**src/rtl/mask_pkg.sv**
```systemverilog
// mask_pkg: shared constants and FSM state type for the masking front end.
package mask_pkg;
    localparam logic [31:0] LFSR_POLY    = 32'h8020_0003;
    localparam logic [31:0] DEFAULT_SEED = 32'hACE1_2468;
    typedef enum logic [1:0] {IDLE, GEN, OUT} state_e;
endpackage

```
**src/rtl/lfsr_galois.sv**
```systemverilog
// lfsr_galois: right-shifting Galois LFSR with seed load; zero seeds fall back to SEED.
module lfsr_galois #(
    parameter int             W    = 32,
    parameter logic [W-1:0]   SEED = 32'hACE1_2468,
    parameter logic [W-1:0]   POLY = 32'h8020_0003
) (
    input  logic         clk,
    input  logic         rst,
    input  logic         step,
    input  logic         load,
    input  logic [W-1:0] load_val,
    output logic         bit_out,
    output logic [W-1:0] state
);
    logic [W-1:0] state_q, state_d;
    always_comb begin
        state_d = load ? ((load_val == '0) ? SEED : load_val)
                : step ? ((state_q >> 1) ^ (state_q[0] ? POLY : '0))
                : state_q;
    end
    always_ff @(posedge clk) begin
        if (rst) state_q <= SEED;
        else     state_q <= state_d;
    end
    assign bit_out = state_q[0];
    assign state   = state_q;
endmodule

```
**src/rtl/mask_share_gen.sv**
```systemverilog
// mask_share_gen: latches plain operands, collects 2N fresh LFSR bits serially,
// and presents Boolean share pairs on a valid/ready output handshake.
module mask_share_gen
    import mask_pkg::*;
#(
    parameter int                N      = 4,
    parameter int                LFSR_W = 32,
    parameter logic [LFSR_W-1:0] SEED   = DEFAULT_SEED
) (
    input  logic              clk,
    input  logic              rst,
    input  logic              seed_load,
    input  logic [LFSR_W-1:0] seed_in,
    input  logic              in_valid,
    output logic              in_ready,
    input  logic [N-1:0]      a,
    input  logic [N-1:0]      b,
    input  logic              c_in,
    output logic              out_valid,
    input  logic              out_ready,
    output logic [N-1:0]      a0,
    output logic [N-1:0]      a1,
    output logic [N-1:0]      b0,
    output logic [N-1:0]      b1,
    output logic              c_out
);
    localparam int CW = $clog2(2 * N) + 1;
    state_e            state_q, state_d;
    logic [N-1:0]      a_q, a_d, b_q, b_d;
    logic              c_q, c_d;
    logic [2*N-1:0]    mask_q, mask_d;
    logic [CW-1:0]     cnt_q, cnt_d;
    logic              lfsr_bit, accept, gen_step;
    logic [LFSR_W-1:0] lfsr_unused;
    assign in_ready = (state_q == IDLE) | ((state_q == OUT) & out_ready);
    assign accept   = in_valid & in_ready;
    // a seed load stalls collection for that cycle
    assign gen_step = (state_q == GEN) & ~seed_load;
    lfsr_galois #(
        .W    (LFSR_W),
        .SEED (SEED),
        .POLY (LFSR_POLY)
    ) u_lfsr (
        .clk      (clk),
        .rst      (rst),
        .step     (gen_step),
        .load     (seed_load),
        .load_val (seed_in),
        .bit_out  (lfsr_bit),
        .state    (lfsr_unused)
    );
    always_comb begin
        state_d = state_q;
        a_d     = a_q;
        b_d     = b_q;
        c_d     = c_q;
        mask_d  = mask_q;
        cnt_d   = cnt_q;
        if (accept) begin
            a_d     = a;
            b_d     = b;
            c_d     = c_in;
            cnt_d   = '0;
            state_d = GEN;
        end else if (state_q == OUT && out_ready) begin
            state_d = IDLE;
        end
        if (gen_step) begin
            mask_d = {lfsr_bit, mask_q[2*N-1:1]};
            cnt_d  = cnt_q + 1'b1;
            if (cnt_q == CW'(2 * N - 1)) state_d = OUT;
        end
    end
    always_ff @(posedge clk) begin
        if (rst) begin
            state_q <= IDLE;
            a_q     <= '0;
            b_q     <= '0;
            c_q     <= 1'b0;
            mask_q  <= '0;
            cnt_q   <= '0;
        end else begin
            state_q <= state_d;
            a_q     <= a_d;
            b_q     <= b_d;
            c_q     <= c_d;
            mask_q  <= mask_d;
            cnt_q   <= cnt_d;
        end
    end
    assign out_valid = (state_q == OUT);
    assign a0        = a_q ^ mask_q[N-1:0];
    assign a1        = mask_q[N-1:0];
    assign b0        = b_q ^ mask_q[2*N-1:N];
    assign b1        = mask_q[2*N-1:N];
    assign c_out     = c_q;
endmodule

```
**config.mk**
```make
export PLATFORM = sky130hd
export DESIGN_NAME = mask_share_gen
export DESIGN_NICKNAME = d
export VERILOG_FILES = /design/src/rtl/mask_pkg.sv /design/src/rtl/lfsr_galois.sv /design/src/rtl/mask_share_gen.sv
export SDC_FILE = /design/constraint.sdc
export NUM_CORES = 1
export LEC_CHECK = 0
export ABC_AREA = 1
export BUFFER_PORTS_ARGS = -buffer_cell sky130_fd_sc_hd__buf_2
export CAP_MARGIN = 20
export CORE_MARGIN = 5
export CORE_UTILIZATION = 40
export DETAILED_ROUTE_END_ITERATION = 10
export HOLD_SLACK_MARGIN = 0.05
export SETUP_SLACK_MARGIN = 0.1
export SKIP_CTS_REPAIR_TIMING = 1
export SKIP_LAST_GASP = 1
export SLEW_MARGIN = 20
export SYNTH_ARGS = -nofsm -noshare
export SYNTH_HDL_FRONTEND = slang
export SYNTH_HIERARCHICAL = 1
export SYNTH_SLANG_ARGS = --single-unit
```
**constraint.sdc**
```tcl
create_clock -name clk -period 1.4 [get_ports clk]
set_input_delay 0.28 -clock clk [delete_from_list [all_inputs] [get_ports clk]]
set_output_delay 0.28 -clock clk [all_outputs]
set_load 0.02 [all_outputs]
```
==> summary.md <==
| Metric | Value |
|---|---|
| Register area | `between 1000 and 1500 um^2` |
| Worst skew pair latency | `about 0.32 ns` |
| Slowest cell on crit path | `dfxtp_2` |
| Most common cell on crit path | `buf_6` |
| P_int | `2.73 mW` |
| Diode count | `0` |
| Worst-path clk slew | `approximately 0.1 ns` |
| Net Sw Frac | `0.274` |
| Worst slew pin tran | `around 0.41 ns` |
| DR WL/cell | `about 14 um` |
| GRT Total Usage | `0.163` |
| CTS tree | `built` |
| Final period utilization | `0.988` |
| Via density | `between 5 and 6` |
| Type of origin of the critical path | `flop` |
| Layout filler cell count | `between 600 and 700` |
| Pwr dens | `about 1000 nW/um^2` |
| Vias in the first global route | `~2500` |
| Die Area | `about 8700 um^2` |
| Cell area after synthesis | `around 2800 um^2` |
| Die width | `between 90 and 100 um` |
| Slew Viols, Final | `0` |
| Fmax | `approximately 720 MHz` |
| Area Growth Syn to Fin | `31.3%` |
| Fin Hold WS | `between 0.2 and 0.25 ns` |
| Nets | `between 400 and 500` |
| Largest net degree at the start of global routing | `39` |
| Critical Path AT | `about 1.1 ns` |
| Sw Pwr | `1.03 mW` |
| H-tree levels | `2` |
| Worst Slack Setup Final | `0.0170 ns` |
| Final setup viols | `0` |
| Hpwl dp | `between 4 and 5 mm` |
| Starting Density | `0.409` |
| Inserted Clock Buffers | `5` |
| Unrepaired setup endpoints after global routing | `true` |
| Min-Delay Path Class | `in -> reg` |
| Drt pass-1 iters | `4` |
| Final wirelength | `approximately 7.2 mm` |
| Crit. End Element | `output port` |
| Clk root buf | `clkbuf_8` |
| Syn avg cell area | `about 7.4 um^2` |
| Mapped Cells | `between 300 and 400` |
| 1st-iter DRT viols | `181` |
| Post-synth net total | `421` |
| Commonest non-fill, non-tap cell in the layout | `nand2_1` |
| First-pass GRT wire length | `about 12 mm` |
| IO buf count | `between 60 and 70` |
| Max incr delay on CP | `about 0.35 ns` |
| Crit Path Class | `reg -> out` |
| Fin Clk Skew | `about 0.011 ns` |
| Rel. slew slack | `0.728` |
| Clock buffer depth | `2` |
| Synth warn | `6` |
| Standard-cell rows | `30` |
| Routed Antenna Nets | `0` |
| Crit-path max FO | `4` |
| Most frequent cells in the layout | `60 x nand2_1, 58 x nor2_1, 54 x buf_2, 41 x o21ai_1, 37 x dfxtp_1` |
| Initial antenna violation count | `0` |
| Reg power frac | `0.466` |
| Crit path cell chain | `buf_6 -> a21oi_4 -> buf_6` |
| Setup WS pre-CTS | `-0.0312 ns` |
| Total power | `between 3 and 4 mW` |
| CP Data Required Time | `around 1.1 ns` |
| Combinational share of power | `0.205` |
| WP buf/inv | `2` |
| Die height | `a little over 90 um` |
| Clock Sinks | `55` |
| Max-cap violations | `0` |
| Post-route setup TNS | `0 ns` |
| Top-Level Pins | `65` |
| Share of cells above drive strength 1 | `0.376` |
| GPL Wtd Cong | `0.813` |
| Status | `finished clean` |
| Congestion Overflow GR | `0` |
| Vias | `approximately 2700` |
| Crit path time final | `1.38 ns` |
| Leakage | `roughly 1.6 nW` |
| Multi-input logic area | `roughly 1500 um^2` |
| Clk pwr share | `0.330` |
| DR DRC count | `0` |
| Final hold viol count | `0` |
| VDD IR max | `approximately 0.00046 V` |
| Cell family with most CP delay | `flip-flops` |
| Core ar. | `between 6000 and 7000 um^2` |
-- routing by layer --
metal | GRT usage | part of all wire | up-vias
met5 | 0 | 0 | -
met2 | 0.259 | 0.46 | 59
li1 | - | - | 1385
met3 | 0.0338 | 0.042 | 7
met4 | 0.0415 | 0.013 | 0
met1 | 0.225 | 0.48 | 1237
-- sequential cells by signal (all words and copies together) (netlist names) --
| register | cells |
|---|---|
| cnt_q | 4 |
| a_q | 4 |
| b_q | 4 |
| c_out | 1 |
| state_q | 2 |
| mask_q | 8 |
| u_lfsr/state | 32 |
-- worst min-delay path, delay by kind of cell --
kind | cells | cell delay [ns]
buf+inv | 1 | 0.10
simple gates | 1 | 0.05
compound gates | 1 | 0.05
-- worst paths after layout --
kind,slack (ns),end,start,depth (start not counted)
worst max register to register,0.09,u_lfsr/state[4]$_SDFFE_PP0P_,state_q[1]$_SDFF_PP0_,6
worst min-delay path,0.21,u_lfsr/state[18]$_SDFFE_PP0P_,seed_in[18],3
worst min register to register,0.47,b_q[0]$_SDFFE_PP0P_,b_q[0]$_SDFFE_PP0P_,2
worst max-delay path,0.02,in_ready,state_q[1]$_SDFF_PP0_,3
-- through the flow --
stage | util | std cells | cell area (um^2)
after floorplan | - | 374 | 2770
after detailed placement | 0.464 | 507 | 3140
after CTS | 0.484 | 515 | 3270
after global routing | 0.537 | 530 | 3630
final | 0.537 | 530 | 3630
after global placement | 0.464 | 507 | 3140
-- power groups by stage --
stage	logic (mW)	registers, mW	clock network, mW
floorplan	0.418	1.78	0
global route	0.847	1.76	1.33
global placement	0.632	1.78	0
CTS	0.638	1.74	1.26
detailed placement	0.635	1.78	0
finish	0.769	1.75	1.24
-- cell type report --
| cell class | count | share of cell area |
|---|---|---|
| clock buffers | 6 | 0.0200 |
| clock inverters | 2 | 0.0165 |
| inverters | 18 | 0.0214 |
| multi-input cells | 278 | 0.418 |
| flip-flops and latches | 55 | 0.313 |
| well taps | 80 | 0.0276 |
| repair buffers | 91 | 0.184 |
Power figures use the tool's default switching activity.
